==> src/rtl/pipelined_seg_adder_pkg.sv <==
// Shared helpers for the segmented pipelined adder: segment count and
// parameter legality check.
package pipelined_seg_adder_pkg;

  function automatic int nseg(input int w, input int s);
    return (s > 0) ? (w / s) : 0;
  endfunction

  function automatic bit seg_ok(input int w, input int s);
    return (s > 0) && (w >= s) && ((w % s) == 0);
  endfunction

endpackage

==> src/rtl/pipelined_seg_adder_seg_add_stage.sv <==
// Combinational S-bit adder slice; also reports the carry into its own MSB
// so the top segment can derive signed overflow.
module seg_add_stage #(
  parameter int S = 8
) (
  input  logic [S-1:0] a_seg,
  input  logic [S-1:0] b_seg,
  input  logic         ci,
  output logic [S-1:0] s_seg,
  output logic         co,
  output logic         msb_ci
);

  logic [S:0] total;

  assign total  = {1'b0, a_seg} + {1'b0, b_seg} + {{S{1'b0}}, ci};
  assign s_seg  = total[S-1:0];
  assign co     = total[S];
  assign msb_ci = a_seg[S-1] ^ b_seg[S-1] ^ s_seg[S-1];

endmodule

==> src/rtl/pipelined_seg_adder.sv <==
// W-bit add/subtract resolved one S-bit segment per pipeline stage; the
// carry between segments crosses exactly one register.
module pipelined_seg_adder
  import pipelined_seg_adder_pkg::*;
#(
  parameter int W = 16,
  parameter int S = 8
) (
  input  logic         clk,
  input  logic         rst_n,
  input  logic         in_valid,
  output logic         in_ready,
  input  logic [W-1:0] a,
  input  logic [W-1:0] b,
  input  logic         cin,
  input  logic         sub,
  output logic         out_valid,
  input  logic         out_ready,
  output logic [W-1:0] sum,
  output logic         cout,
  output logic         ovf
);

  localparam int NSEG = nseg(W, S);

  generate
    if (!seg_ok(W, S)) begin : g_bad_params
      $error("pipelined_seg_adder: W must be a non-zero multiple of S");
    end
  endgenerate

  // Handshake: a transfer happens on a rising edge where valid && ready.
  // The whole pipe advances as one unit whenever the last stage is empty
  // or its result is being taken, so in_ready never depends on in_valid.
  logic adv;

  logic         v_r   [NSEG];
  logic [W-1:0] a_r   [NSEG];
  logic [W-1:0] b_r   [NSEG];
  logic [W-1:0] sum_r [NSEG];
  logic         c_r   [NSEG];
  logic         msb_r;

  logic         v_in   [NSEG];
  logic [W-1:0] a_in   [NSEG];
  logic [W-1:0] b_in   [NSEG];
  logic [W-1:0] sum_in [NSEG];
  logic         ci_in  [NSEG];
  logic [W-1:0] sum_nx [NSEG];

  logic [S-1:0] s_seg [NSEG];
  logic         co_w  [NSEG];
  logic         msb_w [NSEG];

  assign adv      = !v_r[NSEG-1] || out_ready;
  assign in_ready = adv;

  always_comb begin
    // Stage 0 sees the conditioned operands; later stages see the skew buffer.
    v_in[0]   = in_valid && adv;
    a_in[0]   = a;
    b_in[0]   = b ^ {W{sub}};
    ci_in[0]  = sub | cin;
    sum_in[0] = '0;
    for (int k = 1; k < NSEG; k++) begin
      v_in[k]   = v_r[k-1];
      a_in[k]   = a_r[k-1];
      b_in[k]   = b_r[k-1];
      ci_in[k]  = c_r[k-1];
      sum_in[k] = sum_r[k-1];
    end
    for (int k = 0; k < NSEG; k++) begin
      sum_nx[k]            = sum_in[k];
      sum_nx[k][k*S +: S]  = s_seg[k];
    end
  end

  for (genvar g = 0; g < NSEG; g++) begin : g_seg
    seg_add_stage #(.S(S)) u_seg (
      .a_seg  (a_in[g][g*S +: S]),
      .b_seg  (b_in[g][g*S +: S]),
      .ci     (ci_in[g]),
      .s_seg  (s_seg[g]),
      .co     (co_w[g]),
      .msb_ci (msb_w[g])
    );
  end

  always_ff @(posedge clk or negedge rst_n) begin
    if (!rst_n) begin
      for (int k = 0; k < NSEG; k++) begin
        v_r[k]   <= 1'b0;
        a_r[k]   <= '0;
        b_r[k]   <= '0;
        sum_r[k] <= '0;
        c_r[k]   <= 1'b0;
      end
      msb_r <= 1'b0;
    end else if (adv) begin
      for (int k = 0; k < NSEG; k++) begin
        v_r[k]   <= v_in[k];
        a_r[k]   <= a_in[k];
        b_r[k]   <= b_in[k];
        sum_r[k] <= sum_nx[k];
        c_r[k]   <= co_w[k];
      end
      msb_r <= msb_w[NSEG-1];
    end
  end

  assign out_valid = v_r[NSEG-1];
  assign sum       = sum_r[NSEG-1];
  assign cout      = c_r[NSEG-1];
  assign ovf       = msb_r ^ c_r[NSEG-1];

endmodule
==> config.mk <==
export PLATFORM = sky130hd
export DESIGN_NAME = pipelined_seg_adder
export DESIGN_NICKNAME = d
export VERILOG_FILES = /design/src/rtl/pipelined_seg_adder_pkg.sv /design/src/rtl/pipelined_seg_adder_seg_add_stage.sv /design/src/rtl/pipelined_seg_adder.sv
export SDC_FILE = /design/constraint.sdc
export NUM_CORES = 1
export LEC_CHECK = 0
export ABC_CLOCK_PERIOD_IN_PS = 4960
export BUFFER_PORTS_ARGS = -buffer_cell sky130_fd_sc_hd__buf_2
export CORE_ASPECT_RATIO = 0.5
export CORE_UTILIZATION = 57
export CTS_CLUSTER_DIAMETER = 100
export DETAILED_ROUTE_END_ITERATION = 6
export MAX_ROUTING_LAYER = met4
export PLACE_DENSITY = 0.82
export SYNTH_ARGS = -nofsm -noshare
export SYNTH_HDL_FRONTEND = slang
export SYNTH_SLANG_ARGS = --single-unit
==> constraint.sdc <==
create_clock -name clk -period 4.96 [get_ports clk]
set_input_delay 0.992 -clock clk [delete_from_list [all_inputs] [get_ports clk]]
set_output_delay 0.992 -clock clk [all_outputs]
set_load 0.02 [all_outputs]
==> results.py, run 1 <==
metrics = {
    "synth": {
        "synth.area.mux_share_pct": 0,
        "synth-compound-area-share_pct": 13.97,
        "postSynthCellCount": 258,
        "netlist.area_leader.share_pct": 46.75,
        "post_synth_and_or_nand_nor_area_fraction_pct": 17.51,
        "postSynthNetCount": 314,
        "mappedNetlistArea_sq_um": 2409,
        "ys.warnings.count": 0,
        "yosys.area_share.xor_xnor_pct": 8.364,
        "adder_and_majority_cell_fraction_of_the_synthesized_area_pct": 10.60,
        "post_synth_main_area_contributors": "dfrtp_1 47%, nand2_1 12%, ha_1 7.3%",
        "synth_area_per_cell_sq_um": 9.336,
        "netlist.top_cell.by_area": "dfrtp_1",
        "yosysSeqAreaShare_pct": 46.75,
        "netlist-cell-type-count": 29,
        "synth_seq_cells": 45,
        "combinational_family_with_the_most_area_after_synthesis": "simple AND/OR/NAND/NOR gates",
    },
    "place": {
        "gp_congestion": 0.8735,
        "buffer_ports.inserted": 57,
        "dpl.cell_count": 359,
        "place.detailed.hpwl_um": 3358,
    },
    "cells_and_area": {
        "instances_no_fill": 367,
        "layout-drive-gt1-share_pct": 22.04,
        "flow.area_growth_from_synthesis_pct": 16.73,
        "filler_cell_count": 312,
        "insertedDiodeCount": 0,
        "post_layout_net_count": 368,
    },
    "route": {
        "top_layer_used": "met4",
        "dr.first_iter.drc_count": 52,
        "routedWlPerCell_um": 12.79,
        "drt.antenna.violating_nets": 0,
        "met2_wirelength_um": 2388,
        "totalWireLength_um": 4694,
        "met3_length_um": 239,
        "detail_route.drc_violations": 0,
        "detailedRoute.firstPassIterationCount": 4,
        "routed-via-count": 1934,
        "routed_via_density": 5.270,
        "met1Wirelength_um": 2010,
    },
    "clock_tree": {
        "cts_buffers": 5,
        "cts_repair_resized_insts": 0,
        "path_clk_slew_ps": 80,
        "cts_post_setup_buffers_inserted": 0,
        "cts.hold.buffers_added": 0,
        "tritoncts": "yes",
        "skew_pair_late_insertion_delay_ps": 300,
        "cts_max_path_buffers": 2,
        "cts_num_sinks": 45,
        "cts.htree.levels": 2,
        "cts_root_buf": "clkbuf_8",
    },
    "min_path": {
        "hold_class": "flip-flop to flip-flop",
        "min_path_cells": 2,
    },
    "worst_setup_path": {
        "critPathLaunch": "sub",
        "critPathCapture": "sum_in[6]",
        "critical_path.max_stage_delay_ps": 410,
        "critical_path_cell_by_cell": "buf_2 > or2_2 > fa_1 > inv_1 > fa_1 > nor2b_4 > o31a_1 > o31a_1 > a211oi_1 > a21o_1",
        "critical_path.top_delay_family": "compound AO/OA/AOI/OAI gates",
        "critical_path.endpoint_type": "flip-flop",
        "timing.rr.start": "a_in[8]",
        "path_buf_inv": 2,
        "worstPathRequired_ps": 5200,
        "crit_path_start_kind": "input pin",
        "worst-r2r-cell-count": 6,
        "timing.critical_path.fanout_max": 17,
        "r2r_slack_ps": 2550,
        "critical_path.reg2reg.endpoint": "sum[14]",
        "timing_worst_setup_path_type": "input pin to flip-flop",
        "slowest_stage": "fa_1",
        "arrival_ps": 3270,
        "critical_path_depth": 10,
    },
    "sta": {
        "finalClockSkew_ps": 4.693,
        "timing.slew.headroom_pct": 35.33,
        "fmax_mhz": 329.6,
        "grt_setup_unrepaired": "no",
        "final.min_clock_period_ps": 3034,
        "final_min_period_over_clock_period_pct": 61.17,
        "totalNegativeSetupSlack_ps": 0,
        "final-setup-viol-count": 0,
        "worst-slew-pin-transition_ps": 970.1,
        "timing_max_transition_violations_final": 0,
        "finalHoldViolations": 0,
    },
    "power": {
        "power.density_cell_area_nw_per_um2": 423.6,
        "vdd.ir_drop.worst_mv": 0.1625,
        "p_leak_uw": 0.001412,
    },
    "status": {
        "status": "completed",
    },
    "global_route": {
        "grt_first_pass_wirelength_um": 7617,
        "grt_max_degree": 63,
        "antenna_found_initial": 0,
        "grt.total_usage_pct": 23.65,
        "first_global_vias": 1843,
        "grt_overflow_total": 0,
    },
    "die": {
        "start_util_pct": 60.46,
        "fp-row-count": 16,
        "design.die.area_sq_um": 4505,
        "die_h_um": 47.97,
        "chipWidth_um": 93.93,
        "io-pin-count": 58,
        "coreArea_sq_um": 3984,
    },
    "run": {
        "cap_violations": 0,
    },
}
==> flip-flops by register name, indices dropped and copies added (netlist names) <==
name       count
msb_r          1
out_valid      1
sum           16
c_r            1
b_in           8
sum_in         8
a_in           8
cout           1
v_in           1
==> per-stage QoR <==
stage	hold WS, ps	cell area, sq um	total power, uW	setup slack, ps	util [%]
2_1_floorplan	430.0	2409	837.4	1673	-
3_3_place_gp	441.6	2731	958.5	1676	68.56
3_5_place_dp	447.6	2731	980.4	1634	68.56
4_1_cts	465.5	2811	1200	1931	70.57
5_1_grt	488.5	2811	1274	1768	70.57
6_report	461.7	2811	1191	1926	70.57
==> cells in the final DEF, fill, tap and decap left out, types with 3 or more instances in the layout <==
master,netlist,layout
a211oi_1,5,5
o21ai_0,22,22
o31a_1,3,3
clkbuf_8,0,5
xnor2_1,10,10
ha_1,14,14
dfrtp_1,45,45
o21a_1,5,5
a21o_1,4,4
nand2_1,79,79
a21oi_1,9,9
nor3_1,3,3
xor2_1,13,13
clkbuf_1,6,3
nor2_1,10,10
inv_1,4,4
buf_2,6,57
fa_1,4,4
==> power by group <==
part / internal (uW) / leakage (uW) / switching, uW / total [uW]
clock network: 100 / 0.0000395 / 118 / 218
logic: 180 / 0.000836 / 271 / 450
registers: 466 / 0.000536 / 56.1 / 522
==> tightest hold or removal path, cell delays in order, from the launching register on <==
cell     delay (ps)
dfrtp_1         340
nand2_1          50
nand2_1          50
==> layout make-up <==
cell class                      count  area [sq um]  area share [%]
Multi-Input combinational cell    197          1222           43.48
Clock buffer                        8         80.08           2.848
Sequential cell                    45          1126           40.05
Timing Repair Buffer               59         300.3           10.68
Tap cell                           54         67.56           2.403
Inverter                            4         15.01          0.5340
==> synthesized netlist by cell type, drive strengths merged <==
| library cell | number |
|---|---|
| nor3 | 3 |
| a21oi | 9 |
| a21o | 4 |
| nand2 | 79 |
| o21ai | 22 |
| ha | 14 |
| dfrtp | 45 |
| buf | 6 |
| nor2 | 10 |
| or4 | 1 |
| nand2b | 1 |
| clkbuf | 6 |
| a211oi | 5 |
| nor2b | 3 |
| o22ai | 1 |
| a221oi | 1 |
| o21a | 5 |
| or2 | 2 |
| inv | 4 |
| xor2 | 13 |
| nand3 | 1 |
| nor3b | 2 |
| xnor2 | 10 |
| fa | 4 |
| o31a | 3 |
| o21bai | 1 |
| o31ai | 3 |
==> metal layers <==
layer	vias to the layer above	global-route usage, %
li1	964	-
met1	918	25.96
met2	44	43.80
met3	8	5.397
met4	0	9.538
met5	-	-
==> logic make-up after synthesis <==
| logic type | Yosys count |
|---|---|
| AO/OA/AOI/OAI | 54 |
| XOR/XNOR | 23 |
| adder cells (fa/ha/maj) | 18 |
| buffers and inverters | 16 |
| flip-flops | 45 |
| AND/OR/NAND/NOR | 102 |
==> worst min-delay path by stage <==
stage                       start      end  slack, ps
final                     v_in[0]  v_in[0]        460
after floorplan           v_in[0]  v_in[0]        430
after CTS                 v_in[0]  v_in[0]        470
after detailed placement  v_in[0]  v_in[0]        450
after global routing      v_in[0]  v_in[0]        490
after global placement    v_in[0]  v_in[0]        440
Power figures use the tool's default switching activity.
==> inputs of run 2 (changes only) <==
ABC_AREA = 1   (was default)
ABC_CLOCK_PERIOD_IN_PS = 3200   (was 4960)
CORE_UTILIZATION = 54   (was 57)
PLACE_DENSITY = 0.78   (was 0.82)
clock period = 3.2 ns   (was 4.96 ns; I/O delays follow)
==> results.py, run 2 <==
metrics = {
    "status": {
        "status": "completed",
    },
    "place": {
        "place.detailed.hpwl_um": 3658,
        "dp_slack_ps": 760.8,
        "gp_congestion": 0.8906,
        "postPlaceCellArea_sq_um": 2873,
        "buffer_ports.inserted": 57,
    },
    "synth": {
        "postSynthCellCount": 319,
        "yosys.cell_count.top_type": "nand2_1",
        "mappedNetlistArea_sq_um": 2564,
        "ys_dominant_reg_cell": "dfrtp_1",
        "post_synth_most_frequent_cells": "130 x nand2_1, 45 x dfrtp_1, 28 x inv_1, 17 x nand3_1, 14 x ha_1",
        "synth_area_per_cell_sq_um": 8.037,
        "netlist-cell-type-count": 26,
        "netlist.area_leader.share_pct": 43.92,
        "postSynthNetCount": 375,
        "ys_async_sr_fraction_pct": 100.0,
        "yosysSeqAreaShare_pct": 43.92,
        "netlist.top_cell.by_area": "dfrtp_1",
        "synth_seq_cells": 45,
        "post_synth_main_area_contributors": "dfrtp_1 44%, nand2_1 19%, ha_1 6.8%",
        "ys.warnings.count": 0,
        "number_of_synthesized_flops_with_an_enable_pin": 0,
    },
    "worst_setup_path": {
        "slowest_stage": "clkinv_2",
        "critical_path.endpoint_type": "output port",
        "timing_worst_setup_path_type": "input pin to output port",
        "critical_path_cell_by_cell": "buf_2 > nor2_4 > clkinv_2 > buf_2",
        "worstPathRequired_ps": 2560,
        "arrival_ps": 1560,
        "crit_path_start_kind": "input pin",
        "timing.critical_path.fanout_max": 33,
        "cpMostUsedCell": "buf_2",
        "critical_path.max_stage_delay_ps": 370,
    },
    "die": {
        "die_h_um": 50.72,
        "io-pin-count": 58,
        "design.die.area_sq_um": 5044,
        "coreArea_sq_um": 4488,
        "start_util_pct": 57.12,
        "fp-row-count": 17,
        "chipWidth_um": 99.45,
    },
    "clock_tree": {
        "cts.hold.buffers_added": 0,
        "cts_num_sinks": 45,
        "cts_post_setup_buffers_inserted": 0,
        "cts_repair_resized_insts": 0,
        "tritoncts": "yes",
        "skew_pair_late_insertion_delay_ps": 300,
        "cts_max_path_buffers": 2,
        "path_clk_slew_ps": 80,
        "cts_root_buf": "clkbuf_8",
        "cts_buffers": 5,
        "cts.htree.levels": 2,
    },
    "power": {
        "p_total_uw": 1879,
        "power.density_cell_area_nw_per_um2": 635.0,
        "vdd.ir_drop.worst_mv": 0.2896,
        "p_leak_uw": 0.001646,
    },
    "sta": {
        "timing_max_transition_violations_final": 0,
        "fmax_mhz": 454.0,
        "final-setup-viol-count": 0,
        "whs_ps": 472.8,
        "worst-slew-pin-transition_ps": 982.2,
        "final.min_clock_period_ps": 2202,
        "finalWorstSetupSlack_ps": 997.5,
        "totalNegativeSetupSlack_ps": 0,
        "finalHoldViolations": 0,
        "grt_setup_unrepaired": "no",
        "final_min_period_over_clock_period_pct": 68.83,
        "finalClockSkew_ps": 5.738,
        "timing.slew.headroom_pct": 34.52,
    },
    "global_route": {
        "grt_first_pass_wirelength_um": 8631,
        "grt.total_usage_pct": 22.88,
        "grt_max_degree": 58,
        "first_global_vias": 2037,
        "grt_overflow_total": 0,
        "antenna_found_initial": 0,
    },
    "min_path": {
        "hold_class": "flip-flop to flip-flop",
    },
    "cells_and_area": {
        "final_common_cell": "nand2_1",
        "layout_common_cells": "130 x nand2_1, 57 x buf_2, 45 x dfrtp_1",
        "postLayoutCellArea_sq_um": 2959,
        "largest_register_ff_count": 16,
        "post_layout_net_count": 430,
        "layout-drive-gt1-share_pct": 18.98,
        "flow.area_growth_from_synthesis_pct": 15.42,
        "insertedDiodeCount": 0,
    },
    "route": {
        "routedWlPerCell_um": 11.20,
        "detail_route.drc_violations": 0,
        "detailedRoute.firstPassIterationCount": 4,
        "drt.antenna.violating_nets": 0,
        "routed-via-count": 2092,
        "routed_via_density": 4.755,
        "dr.first_iter.drc_count": 72,
        "totalWireLength_um": 4930,
    },
    "run": {
        "cap_violations": 0,
    },
}
run 2: cell types whose count changed after synthesis, sizes merged, moves of 4 or more:
cell    delta
a211oi     -5
a21o       -4
buf        +5
clkbuf     -6
inv       +25
nand2     +52
nand3     +16
nor2       +4
o21a       -5
xor2       -4
run 2: path summary, 6_finish.rpt:
path	start	end	slack (ps)	depth (start not counted)
worst max-delay path	out_ready	in_ready	1000	4
worst min-delay path	v_in[0]	out_valid	470	2
worst max register to register	a_in[8]	cout	1310	8
worst min register to register	v_in[0]	out_valid	470	2
max in group asynchronous	rst_n	a_in[8]	2090	1
min in group asynchronous	rst_n	sum[8]	500	1
run 2: power breakdown:
| group | switching (uW) | internal [uW] |
|---|---|---|
| registers | 81.8 | 718 |
| logic | 452 | 271 |
| clock network | 185 | 172 |
| total | 718 | 1160 |
run 2: final cells by class:
class	instances	area (sq um)
inverters	30	113.9
flip-flops and latches	45	1126
fillers	408	1529
clock buffers	7	86.33
multi-input cells	233	1250
well taps	66	82.58
repair buffers	59	300.3
run 2: per-layer routing:
layer  vias to the layer above  wire [um]  track usage (%)
li1                       1102          -                -
met1                       935       2330            28.67
met2                        48       2317            38.31
met3                         7        228            4.178
met4                         0         54            7.353
met5                         -          0                -
run 2: per-stage QoR:
step | util, % | instances
finish | 65.93 | 440
global route | 65.93 | 440
CTS | 65.93 | 440
detailed placement | 64.01 | 433
global placement | 64.01 | 433
floorplan | - | 319
run 2: worst max-delay path: cells and delay by family:
family	cells	cell delay, ps
and+or+nand+nor	1	120
buffers and inverters	3	800
run 2: cells by family after synthesis:
group / count (synthesis) / synth area share [%]
buf+inv: 41 / 7.320
compound gates: 27 / 5.369
flops: 45 / 43.92
simple gates: 169 / 26.94
fa+ha+maj: 18 / 9.956
xor+xnor: 19 / 6.491
==> inputs of run 3 (changes only) <==
ABC_CLOCK_PERIOD_IN_PS = 2300   (was 3200)
clock period = 2.3 ns   (was 3.2 ns; I/O delays follow)
==> results.py, run 3 (synthesis gave the netlist of run 2 again) <==
metrics = {
    "status": {
        "status": "completed",
    },
    "route": {
        "detailedRoute.firstPassIterationCount": 4,
        "routedWlPerCell_um": 11.32,
        "routed-via-count": 2138,
        "dr.first_iter.drc_count": 63,
        "drt.antenna.violating_nets": 0,
        "totalWireLength_um": 5016,
        "detail_route.drc_violations": 0,
        "routed_via_density": 4.826,
    },
    "power": {
        "power.density_cell_area_nw_per_um2": 879.5,
        "p_total_uw": 2626,
        "p_leak_uw": 0.001660,
        "vdd.ir_drop.worst_mv": 0.3722,
    },
    "cells_and_area": {
        "flow.area_growth_from_synthesis_pct": 16.45,
        "post_layout_net_count": 433,
        "instances_no_fill": 443,
        "insertedDiodeCount": 0,
        "largest_register_ff_count": 16,
        "layout-drive-gt1-share_pct": 19.89,
        "layout_common_cells": "130 x nand2_1, 57 x buf_2, 45 x dfrtp_1",
        "filler_cell_count": 406,
        "final_common_cell": "nand2_1",
    },
    "sta": {
        "totalNegativeSetupSlack_ps": 0,
        "final_min_period_over_clock_period_pct": 81.08,
        "worst-slew-pin-transition_ps": 429.2,
        "fmax_mhz": 536.2,
        "timing_max_transition_violations_final": 0,
        "grt_setup_unrepaired": "no",
        "timing.slew.headroom_pct": 71.38,
        "finalHoldViolations": 0,
        "final-setup-viol-count": 0,
        "finalClockSkew_ps": 7.947,
        "final.min_clock_period_ps": 1865,
    },
    "worst_setup_path": {
        "crit_path_start_kind": "flip-flop",
        "critical_path.endpoint_type": "flip-flop",
        "worstPathRequired_ps": 2500,
        "arrival_ps": 2060,
        "timing.critical_path.fanout_max": 4,
        "timing_worst_setup_path_type": "flip-flop to flip-flop",
    },
    "clock_tree": {
        "cts_repair_resized_insts": 0,
        "cts_root_buf": "clkbuf_8",
        "cts_buffers": 5,
        "cts.hold.buffers_added": 0,
        "tritoncts": "yes",
        "cts_max_path_buffers": 2,
        "skew_pair_late_insertion_delay_ps": 300,
        "cts_num_sinks": 45,
        "path_clk_slew_ps": 80,
        "cts.htree.levels": 2,
        "cts_post_setup_buffers_inserted": 0,
    },
    "place": {
        "dpl.cell_count": 436,
        "buffer_ports.inserted": 57,
        "gp_congestion": 0.8859,
        "place.detailed.hpwl_um": 3690,
    },
    "die": {
        "design.die.area_sq_um": 5044,
        "coreArea_sq_um": 4488,
        "chipWidth_um": 99.45,
        "io-pin-count": 58,
        "start_util_pct": 57.12,
        "die_h_um": 50.72,
        "fp-row-count": 17,
    },
    "global_route": {
        "grt.total_usage_pct": 22.89,
        "antenna_found_initial": 0,
        "first_global_vias": 2030,
        "grt_first_pass_wirelength_um": 8618,
        "grt_max_degree": 35,
        "grt_overflow_total": 0,
    },
    "min_path": {
        "hold_class": "input pin to async pin",
    },
    "run": {
        "cap_violations": 0,
    },
}
run 3: metal layers:
| layer | GRT usage (%) | share of wire, % | vias up |
|---|---|---|---|
| met5 | - | 0 | - |
| met4 | 8.333 | 0.84 | 0 |
| met3 | 4.318 | 2.7 | 6 |
| met2 | 40.86 | 49 | 27 |
| met1 | 26.26 | 47 | 995 |
| li1 | - | - | 1110 |
run 3: path summary, 6_finish.rpt:
| check | from | end | slack (ps) | cells past startpoint |
|---|---|---|---|---|
| max in group asynchronous | rst_n | sum[7] | 1550 | 2 |
| worst max-delay path | a_in[8] | cout | 440 | 8 |
| worst min-delay path | rst_n | sum[14] | 30 | 1 |
| worst max register to register | a_in[8] | cout | 440 | 8 |
| min in group clk | a[11] | a_in[11] | 350 | 3 |
| worst min register to register | v_in[0] | out_valid | 460 | 2 |
run 3: area by class of cell:
| class | count | area (sq um) | area share, % |
|---|---|---|---|
| Tap cell | 66 | 82.58 | 2.766 |
| Multi-Input combinational cell | 233 | 1250 | 41.87 |
| Clock inverter | 1 | 7.507 | 0.2515 |
| Sequential cell | 45 | 1126 | 37.72 |
| Clock buffer | 6 | 82.58 | 2.766 |
| Timing Repair Buffer | 62 | 322.8 | 10.81 |
| Inverter | 30 | 113.9 | 3.814 |
run 3: critical path: stages (launching register included):
cell and delay, ps:
dfrtp_1 400, fa_1 480, fa_1 450, nand3_1 130
nand3_1 70, nand2_1 90, nand2_1 50, nand2_1 50
nand2_1 40
run 3: where the power goes:
part | switching (uW) | internal, uW | total, uW
Sequential | 114 | 1000 | 1110
Clock | 262 | 238 | 500
Combinational | 631 | 382 | 1010
Total | 1010 | 1620 | 2630
run 3: per-stage QoR:
step	hold WS [ps]	instance area, sq um	worst slack, ps	utilization (%)
6_report	25.98	2985	435.2	66.52
3_5_place_dp	354.7	2895	133.9	64.51
5_1_grt	35.28	2985	250.6	66.52
4_1_cts	29.14	2985	424.9	66.52
2_1_floorplan	164.4	2564	159.8	-
3_3_place_gp	344.7	2895	172.4	64.51
